**src/rtl/pos_sweep_ctrl.sv**
```systemverilog
// pos_sweep_ctrl: steps a four-input combinational evaluator through all
// 16 input codes. It captures F for each code into a truth table and counts
// the zeros (maxterms).
//
// Optional feature macro: POS_SWEEP_COMPARE_EN
//   defined   -> mismatch register compares the final table with EXPECTED
//   undefined -> mismatch is tied to 0 and EXPECTED is unused
//
// state  | meaning
// IDLE   | waiting for start; abcd = 0, results held
// DRIVE  | abcd = index, evaluator settles for one full cycle
// SAMPLE | capture f_in into truth_table[index], count zeros, advance index
// DONE   | one-cycle done pulse; mismatch already valid; back to IDLE
module pos_sweep_ctrl #(
    parameter logic [15:0] EXPECTED = 16'h2EAC
) (
    input  logic        clk,
    input  logic        rst_n,
    input  logic        start,
    input  logic        abort,
    output logic        busy,
    output logic        done,
    output logic [3:0]  abcd,
    input  logic        f_in,
    output logic [15:0] truth_table,
    output logic [4:0]  maxterm_count,
    output logic        mismatch
);

    typedef enum logic [1:0] {
        S_IDLE   = 2'd0,
        S_DRIVE  = 2'd1,
        S_SAMPLE = 2'd2,
        S_DONE   = 2'd3
    } state_t;

    state_t      state_q, state_d;
    logic [3:0]  idx_q, idx_d;
    logic [15:0] table_q, table_d;
    logic [4:0]  count_q, count_d;
    logic        mismatch_q, mismatch_d;
    logic        cmp_result;

`ifdef POS_SWEEP_COMPARE_EN
    assign cmp_result = (table_d != EXPECTED);
`else
    // Keeps EXPECTED referenced; the expression folds to a constant zero.
    assign cmp_result = 1'b0 & (^EXPECTED);
`endif

    // Next-state, index and capture logic.
    always_comb begin
        state_d    = state_q;
        idx_d      = idx_q;
        table_d    = table_q;
        count_d    = count_q;
        mismatch_d = mismatch_q;
        case (state_q)
            S_IDLE: begin
                if (start && !abort) begin
                    state_d    = S_DRIVE;
                    idx_d      = 4'd0;
                    table_d    = 16'h0000;
                    count_d    = 5'd0;
                    mismatch_d = 1'b0;
                end
            end
            S_DRIVE: begin
                if (abort) begin
                    state_d = S_IDLE;
                    idx_d   = 4'd0;
                end else begin
                    state_d = S_SAMPLE;
                end
            end
            S_SAMPLE: begin
                if (abort) begin
                    state_d = S_IDLE;
                    idx_d   = 4'd0;
                end else begin
                    table_d[idx_q] = f_in;
                    if (!f_in) begin
                        count_d = count_q + 5'd1;
                    end
                    // Terminal index is checked before incrementing, so the
                    // 4-bit index never wraps. The compare uses the table
                    // including this last capture, so mismatch is valid in DONE.
                    if (idx_q == 4'd15) begin
                        state_d    = S_DONE;
                        idx_d      = 4'd0;
                        mismatch_d = cmp_result;
                    end else begin
                        state_d = S_DRIVE;
                        idx_d   = idx_q + 4'd1;
                    end
                end
            end
            S_DONE: begin
                state_d = S_IDLE;
            end
            default: begin
                state_d = S_IDLE;
                idx_d   = 4'd0;
            end
        endcase
    end

    // State and result registers with synchronous active-low reset.
    always_ff @(posedge clk) begin
        if (!rst_n) begin
            state_q    <= S_IDLE;
            idx_q      <= 4'd0;
            table_q    <= 16'h0000;
            count_q    <= 5'd0;
            mismatch_q <= 1'b0;
        end else begin
            state_q    <= state_d;
            idx_q      <= idx_d;
            table_q    <= table_d;
            count_q    <= count_d;
            mismatch_q <= mismatch_d;
        end
    end

    // The index register drives the evaluator directly. It is zero outside a sweep.
    assign abcd          = idx_q;
    assign busy          = (state_q == S_DRIVE) || (state_q == S_SAMPLE);
    assign done          = (state_q == S_DONE);
    assign truth_table   = table_q;
    assign maxterm_count = count_q;
    assign mismatch      = mismatch_q;

endmodule

```
**config.mk**
```make
export PLATFORM = sky130hd
export DESIGN_NAME = pos_sweep_ctrl
export DESIGN_NICKNAME = d
export VERILOG_FILES = /design/src/rtl/pos_sweep_ctrl.sv
export SDC_FILE = /design/constraint.sdc
export NUM_CORES = 1
export LEC_CHECK = 0
export CAP_MARGIN = 20
export CORE_MARGIN = 2
export CORE_UTILIZATION = 35
export CTS_CLUSTER_SIZE = 10
export DETAILED_ROUTE_END_ITERATION = 8
export DONT_BUFFER_PORTS = 1
export PLACE_DENSITY = 0.56
export SYNTH_ARGS = -nofsm -noshare
export SYNTH_HDL_FRONTEND = slang
export SYNTH_SLANG_ARGS = --single-unit
```
**constraint.sdc**
```tcl
create_clock -name clk -period 2.3 [get_ports clk]
set_input_delay 0.69 -clock clk [delete_from_list [all_inputs] [get_ports clk]]
set_output_delay 0.69 -clock clk [all_outputs]
set_load 0.1 [all_outputs]
```
==> results of run 1 <==
power by group:
part           switching [mW]  total (mW)  internal, mW
clock                   0.140       0.261         0.121
combinational          0.0849       0.122        0.0367
sequential            0.00368       0.474         0.470
total                   0.228       0.857         0.628
layout by cell type, fill, tap and decap left out, drive strengths merged, types with 3 or more instances in the layout:
| cell | netlist | final |
|---|---|---|
| clkbuf | 7 | 3 |
| buf | 2 | 29 |
| nand2b | 3 | 3 |
| nand2 | 48 | 48 |
| o22ai | 16 | 16 |
| a21boi | 3 | 3 |
| dfxtp | 27 | 27 |
| nor2b | 3 | 3 |
| o21ai | 5 | 5 |
| ha | 10 | 10 |
| inv | 7 | 7 |
| a21oi | 21 | 21 |
| or3 | 4 | 4 |
| nor2 | 5 | 5 |
kinds of logic (layout without fill, tap and decap cells):
logic type / after synthesis / in the layout / share of synthesized area, %
AOI/OAI and AO/OA: 54 / 54 / 23.3
adders and majority gates: 10 / 10 / 8.77
buffers and inverters: 16 / 40 / 4.47
DFF: 27 / 27 / 37.9
muxes: 1 / 1 / 0.702
other: 1 / 1 / 0.263
and+or+nand+nor: 76 / 76 / 24.6
state kept, by name, indices dropped and copies added (netlist names):
signal / flops
abcd: 4
maxterm_count: 5
state_q: 2
truth_table: 16
worst register-to-register path: stages (launching register included):
cell                       delay [ns]
sky130_fd_sc_hd__dfxtp_1         0.39
sky130_fd_sc_hd__inv_1           0.10
sky130_fd_sc_hd__ha_1            0.26
sky130_fd_sc_hd__and2b_1         0.22
sky130_fd_sc_hd__a2111o_1        0.51
sky130_fd_sc_hd__or3b_1          0.40
sky130_fd_sc_hd__a21boi_1        0.13
stage by stage:
stage	power, mW	util [%]	setup slack (ns)
final	0.857	43.2	0.221
after global routing	0.900	43.2	0.0808
after CTS	0.872	43.2	0.207
after detailed placement	0.607	42.0	0.228
after global placement	0.603	42.0	0.346
after floorplan	0.596	-	0.145
routing by layer:
layer,routed length (um),part of all wire (%),up-vias
met4,66,2.0,0
met1,1520,45,618
li1,-,-,691
met5,0,0,-
met2,1630,48,23
met3,159,4.7,7
area by class of cell:
class                   instances  share of cell area [%]
repair buffers                 29                    12.7
multi-input cells             142                    47.9
flip-flops and latches         27                    31.5
clock inverters                 1                   0.292
inverters                       7                    1.53
clock buffers                   3                    2.41
well taps                      50                    3.65
how the worst max path moves through the flow:
stage                                          endpoint  cells past startpoint
after floorplan                 state_q[1]$_SDFFE_PN0N_                      6
after CTS                 maxterm_count[0]$_SDFFE_PN0P_                      6
final                     maxterm_count[0]$_SDFFE_PN0P_                      6
after global routing      maxterm_count[2]$_SDFFE_PN0P_                      6
after global placement    maxterm_count[0]$_SDFFE_PN0P_                      6
after detailed placement  maxterm_count[0]$_SDFFE_PN0P_                      6
==> flow_results.org, run 1 <==
** Place
- The HPWL after detailed placement is 2.58 mm.
- Placer Congestion :: about 0.86
- The number of placed instances, taps included, is ~260.
- Placed inst area :: 0.00167 mm2
- Number of input and output port buffers inserted :: 0

** Setup path
- Worst reg2reg setup slack :: 0.22 ns
- Of all nets on the critical path, the largest fanout is 10.
- Cells traversed along the worst timing path :: inv_1 -> ha_1 -> and2b_1 -> a2111o_1 -> or3b_1 -> a21boi_1
- In this run the worst setup path begins at state_q[0]$_SDFFE_PN0N_.
- The critical path is of the register to register type.
- Critical-path cell with the highest stage delay :: sky130_fd_sc_hd__a2111o_1
- Delay of the slowest cell on the worst path :: 0.51 ns
- Among cell families on the critical path, the largest total delay comes from compound AO/OA/AOI/OAI gates.
- The worst register-to-register path begins at state_q[0]$_SDFFE_PN0N_.
- At the worst endpoint, the arrival time is between 2 and 2.5 ns.
- Together, buffers and inverters on the worst path number 1.
- STA puts the critical path data required time at 2.51 ns.
- The number of cells on the worst reg-to-reg path is 6.
- Endpoint kind of the worst setup timing path :: register
- The worst setup path is launched from a register.
- The worst register-to-register path ends at maxterm_count[0]$_SDFFE_PN0P_.

** Worst hold path
- The worst hold path belongs to the class register to register.
- The worst hold path terminates at truth_table[8]$_SDFFE_PN0P_.
- Hold Path Depth :: 2
- In this run the most critical hold path is launched from truth_table[8]$_SDFFE_PN0P_.

** Power and ir drop
- Power per cell area :: roughly 500 mW/mm2
- For this design the static power due to leakage is 0.692 nW.
- Across the VDD grid, the largest voltage drop is 0.000219 V.

** Clock network
- Number of gates resized after CTS :: 0
- After clock tree synthesis, the setup repair step added 0 buffers.
- TritonCTS built the clock tree.
- In this run, post-CTS hold repair placed 0 buffers.
- Clock tree synthesis selected as its root buffer the cell sky130_fd_sc_hd__clkbuf_8.
- Clock Latency Late Sink :: 0.27 ns
- The clock passes through at most 2 buffers.
- Clk pin slew, worst setup/hold paths :: 0.09 ns
- The clock drives 27 sinks.
- Total number of H-tree levels :: 1
- Clock buffer count from CTS :: 3

** Logic synthesis
- After synthesis, the most frequently instantiated cells are sky130_fd_sc_hd__nand2_1 (48), sky130_fd_sc_hd__dfxtp_1 (27), sky130_fd_sc_hd__a21oi_1 (21).
- Proportion of synthesized chip area in sequential cells :: 37.9%
- The number of nets in the synthesized netlist is 200.
- Most used flip-flop cell after synthesis :: sky130_fd_sc_hd__dfxtp_1
- Of all flip-flops after synthesis, the portion carrying an async set or reset was 0%.
- By area the synthesized netlist is led by sky130_fd_sc_hd__dfxtp_1 (38%), sky130_fd_sc_hd__nand2_1 (13%), sky130_fd_sc_hd__ha_1 (8.8%).
- Area share of the largest cell type after synthesis :: ~38%
- Largest area contributor in the synthesized netlist :: sky130_fd_sc_hd__dfxtp_1
- Synthesis inferred 27 register bits.
- In this run the cell area of the synthesized design comes to 0.00143 mm2.
- Counting flops with a built-in enable in the synthesized netlist gives 0.
- After technology mapping, the gate count stands at approximately 190.
- sky130_fd_sc_hd__nand2_1 is the most common cell in the netlist.
- Dividing the synthesized area by the synthesized cell count gives 7.71 um2.
- Number of warnings reported in the yosys synthesis log :: 0
- Post-synthesis cell type count :: 36

** Global route
- Antenna violations before repair :: 0
- GR met3 Demand/Resource :: 3.95%
- Global routing consumed, on the met1 layer, 18.7% of the routing resources.
- The number of global-route vias before repair came to 1262.
- Peak-usage layer in the global routing report :: met2
- Largest net degree at the start of global routing :: 32
- The first global-routing pass estimated between 5 and 6 mm of wire.
- Global routing consumed, on the met2 layer, 27.1% of the routing resources.
- Across every metal layer, demand over resource in global routing totals roughly 16%.
- Grt total ovfl :: 0

** Floorplanning
- The die covers around 0.0046 mm2.
- Core outline area :: between 0.003 and 0.004 mm2
- Horizontal die dimension :: just under 70 um
- I/O pin count :: 33
- Vert. Die Dim :: 67.8 um
- Number of cell rows :: 23
- Starting density of the core :: 35.9%

** Timing
- Headroom to the max-slew limit came out at 66.2%.
- Final period demand of the worst path :: 2.08 ns
- Derived from the worst setup path, the maximum achievable clock frequency is 0.481 GHz.
- After routing, the total negative slack on setup checks comes to 0 ns.
- Final Cycle Share :: 90.4%
- Setup violations remaining at the end of the flow were counted as 0.
- For the pin with the worst max-slew slack, the measured transition is 0.507 ns.
- Slew Limit Fails :: 0
- Final hold vios :: 0
- Setup repair after global routing left no endpoint under its margin.
- Worst clock skew on the final layout :: 0.00458 ns
- The tightest hold path in the finished design has a slack of 0.467 ns.

** Run status
- Result of the run :: complete, no violations

** Final layout
- The finished layout holds 259 standard cells, fillers aside.
- Once layout is done, the placed cells without fillers occupy 0.00172 mm2.
- Area of the multi-input gates :: 822 um2
- Footprint of the flip-flops and latches :: 541 um2
- After filler insertion, the fill cell instance count of the layout stands at just over 400.
- Net count reported at finish :: 225
- Antenna diode count :: 0
- Area added between synthesis and finish :: 20.3%
- Of the cells placed in the final design, the portion with a size suffix greater than 1 is 17.2%.

** Flow run
- Max-capacitance violation count :: 0

** Route
- Once detail routing completed, the nets flagged for antenna violations numbered 0.
- Count of vias placed by the detailed router :: approximately 1300
- For this block, the initial DRC count from the detailed router was 58.
- In the routed layout, each cell is associated on average with a via count of approximately 5.2.
- Post-Route WL :: 3.37 mm
- Routed wire length per instance :: 13.0 um
- For this run, design rule violations remaining after detail routing come to 0.
- The first detailed-routing pass took 4 iterations.
No activity file was read; power rests on OpenSTA's default activity.
==> run 2, diff against run 1 <==
Settings changed: PLACE_DENSITY 0.56 to not set, PLACE_DENSITY_LB_ADDON set to 0.3.
==> run 2 against run 1 <==
Compared with the run above: sequential cell count unchanged; global-route usage down 0.97 points; maximum frequency down 0.56%; non-clock buffer count up 1; register-to-register slack about the same; cell count up 0.39%; via count up 1.8%; clock skew about the same; sequential power about the same; combinational power about the same; total power up 1.1%; highest routed layer unchanged.
==> flow_results.org, run 2 (synthesis gave the netlist of run 1 again) <==
** Route
- Routed Antenna Nets :: 0 (unchanged)
- The via total after detailed routing was 1363 (was 1339).
- The post-detailed-route wirelength per cell is 12.8 um (was 13.0 um).
- DRT iter0 DRCs :: 101 (was 58)
- # DRC :: 0 (unchanged)
- The detailed-router iteration count before antenna repair is 4 (unchanged).
- Post-Route WL :: 3.33 mm (was 3.37 mm)
- The via count normalized by instance count is 5.24 (was 5.17).

** Timing
- Tightest Pin Transition :: 0.522 ns (was 0.507 ns)
- Unrepaired setup endpoints after global routing: false (unchanged).
- Final hold vios :: 0 (unchanged)
- The number of max-slew violations in the final report is 0 (unchanged).
- Final Cycle Share :: 90.9% (was 90.4%)
- The number of setup violations in the final report is 0 (unchanged).
- Total Negative Setup Slacks :: 0 ns (unchanged)
- The relative max-transition margin came to 65.2% (was 66.2%).
- Worst clock skew on the final layout :: 0.00457 ns (was 0.00458 ns)
- The highest clock frequency the design can meet is 0.478 GHz (was 0.481 GHz).
- Final period demand of the worst path :: 2.09 ns (was 2.08 ns)
- Final setup slack of the worst path :: 0.209 ns (was 0.221 ns)

** Final layout
- The number of flip-flops under the largest register name came to 16 (unchanged).
- The diode insertion count for antenna repair was 0 (unchanged).
- The final-stage net count is 226 (was 225).
- The proportion of layout cells with a drive suffix above 1 was 17.1% (was 17.2%).
- The number of non-filler instances in the completed layout came to 260 (was 259).
- The area growth from synthesis to layout came to 20.7% (was 20.3%).
- Commonest non-fill, non-tap cells in the layout :: sky130_fd_sc_hd__nand2_1 (48), sky130_fd_sc_hd__buf_4 (30), sky130_fd_sc_hd__dfxtp_1 (27) (was sky130_fd_sc_hd__nand2_1 (48), sky130_fd_sc_hd__buf_4 (29), sky130_fd_sc_hd__dfxtp_1 (27))
- The most common cell after layout, fill and taps aside is sky130_fd_sc_hd__nand2_1 (unchanged).
- The layout filler cell count came to 414 (was 404).

** Worst hold path
- The end point of the most critical hold path is truth_table[7]$_SDFFE_PN0P_ (was truth_table[8]$_SDFFE_PN0P_).
- The worst hold path startpoint is truth_table[7]$_SDFFE_PN0P_ (was truth_table[8]$_SDFFE_PN0P_).
- Hold Path Depth :: 2 (unchanged)
- The worst hold path class is register to register (unchanged).

** Clock network
- Root cell of the clock tree :: sky130_fd_sc_hd__clkbuf_8 (unchanged)
- The level count of the clock H-tree is 1 (unchanged).
- Number of gates resized after CTS :: 0 (unchanged)
- The cts-stage hold buffer count came to 0 (unchanged).
- Clk pin slew, worst setup/hold paths :: 0.09 ns (about the same)
- CTS max path bufs :: 2 (unchanged)
- Clock Sink Count :: 27 (unchanged)
- Clock Latency Late Sink :: 0.27 ns (about the same)
- Number of setup buffers added after CTS :: 0 (unchanged)
- TritonCTS clock tree :: built (unchanged)
- The total clock buffers created by CTS came to 3 (unchanged).

** Place
- The final weighted congestion in routability-driven placement came to 0.759 (was 0.863).
- The setup slack at placement came to 0.233 ns (was 0.228 ns).
- The cell total after placement was 256 (was 255).
- The placed wire-length estimate came to 2.45 mm (was 2.58 mm).
- The count of buffers inserted at the top-level ports was 0 (unchanged).

** Global route
- Antenna violations before repair :: 0 (unchanged)
- Grt total ovfl :: 0 (unchanged)
- The wire length of the first global-routing pass was 5.20 mm (was 5.47 mm).
- Largest net degree at the start of global routing :: 32 (unchanged)
- Number of global-route vias before repair :: 1176 (was 1262)
- Global-route usage over all layers :: 14.7% (was 15.6%)

** Setup path
- Delay of the slowest cell on the worst path :: 0.52 ns (was 0.51 ns)
- The data required time of the critical path is 2.51 ns (about the same).
- The critical path capture point type is a register (unchanged).
- The count of cells along the worst register-to-register path came to 6 (unchanged).
- Sort of element at the start of the critical path :: register (unchanged)
- Worst endpoint data arrival time :: 2.30 ns (was 2.29 ns)
- The library cell contributing the largest single delay on the critical path is sky130_fd_sc_hd__a2111o_1 (unchanged).
- Crit Reg-Reg Startpoint :: state_q[0]$_SDFFE_PN0N_ (unchanged)
- The terminus of the critical flop-to-flop path is maxterm_count[0]$_SDFFE_PN0P_ (unchanged).
- Crit path kind :: register to register (unchanged)
- The cell type group with the largest total delay on the critical path was compound AO/OA/AOI/OAI gates (unchanged).
- Worst reg2reg setup slack :: 0.21 ns (was 0.22 ns)
- Cells traversed along the worst timing path :: inv_1 -> ha_1 -> and2b_1 -> a2111o_1 -> or3b_1 -> a21boi_1 (unchanged)
- Maximum net fanout on the critical path :: 10 (unchanged)
- Number of buffer and inverter instances along the worst setup path :: 1 (unchanged)

** Power and ir drop
- The power density relative to cell area was 503 mW/mm2 (was 499 mW/mm2).
- The post-layout total power is 0.866 mW (was 0.857 mW).
- Worst-case vdd ir drop :: 0.000192 V (was 0.000219 V)
- The leakage power total was 0.695 nW (was 0.692 nW).

** Floorplanning
- The initial core utilization came to 35.9% (unchanged).
- The area enclosed by the die boundary was 0.00460 mm2 (unchanged).
- Horizontal die dimension :: 67.8 um (unchanged)
- The height of the die is 67.8 um (unchanged).
- The core region area was 0.00397 mm2 (unchanged).
- The cell row count was 23 (unchanged).
- I/O pin count :: 33 (unchanged)

** Run status
- Result of the run :: complete, no violations (unchanged)

** Flow run
- Max-capacitance violation count :: 0 (unchanged)
run 2: cell types whose count changed in the layout (fill, tap and decap cells not counted):
cell                       before  now
sky130_fd_sc_hd__buf_4         29   30
sky130_fd_sc_hd__clkbuf_1       0    1
sky130_fd_sc_hd__clkinv_2       1    0
run 2: layout make-up:
cell class	count	area (um2)	share of cell area (%)
sequential	27	541	31.4
clock buffer	4	45.0	2.62
inverter	7	26.3	1.53
multi-input combinational	142	822	47.7
timing repair buffer	30	225	13.1
tap	50	62.6	3.63
run 2: worst max-delay path by stage:
stage                             from                             to  slack [ns]  depth (start not counted)
6_report       state_q[0]$_SDFFE_PN0N_  maxterm_count[0]$_SDFFE_PN0P_        0.21                          6
5_1_grt        state_q[0]$_SDFFE_PN0N_  maxterm_count[0]$_SDFFE_PN0P_        0.08                          6
4_1_cts        state_q[0]$_SDFFE_PN0N_  maxterm_count[0]$_SDFFE_PN0P_        0.21                          6
3_5_place_dp   state_q[0]$_SDFFE_PN0N_  maxterm_count[0]$_SDFFE_PN0P_        0.23                          6
3_3_place_gp   state_q[0]$_SDFFE_PN0N_  maxterm_count[0]$_SDFFE_PN0P_        0.32                          6
2_1_floorplan     abcd[0]$_SDFFE_PN0P_        state_q[1]$_SDFFE_PN0N_        0.15                          6
run 2: power breakdown:
part,switching [mW],internal (mW),total [mW]
Combinational,0.0868,0.0370,0.124
Sequential,0.00356,0.471,0.474
Clock,0.144,0.124,0.268
run 2: worst reg2reg max path, delay by kind of cell (launching register included):
kind                     cells  cell delay (ns)
AND/OR/NAND/NOR              2             0.63
adder cells (fa/ha/maj)      1             0.27
buffers and inverters        1             0.10
flip-flops                   1             0.39
AO/OA/AOI/OAI                2             0.64
run 2: metrics by stage:
stage	hold WS (ns)	area (um2)	util, %
6_report	0.460	1720	43.4
5_1_grt	0.491	1720	43.4
3_3_place_gp	0.454	1680	42.2
3_5_place_dp	0.451	1680	42.2
4_1_cts	0.465	1720	43.4
2_1_floorplan	0.526	1430	-
run 2: routing by layer:
layer | track usage [%] | vias up | routed length [um]
met3 | 3.45 | 4 | 191
met1 | 19.2 | 630 | 1550
met5 | 0 | - | 0
met4 | 5.25 | 0 | 48
li1 | - | 693 | -
met2 | 23.5 | 36 | 1540
==> run 3, diff against run 2 <==
Settings changed: SLEW_MARGIN set to 0.
==> results of run 3 <==
No change in the layout: final DEF, timing and power equal those of run 2.
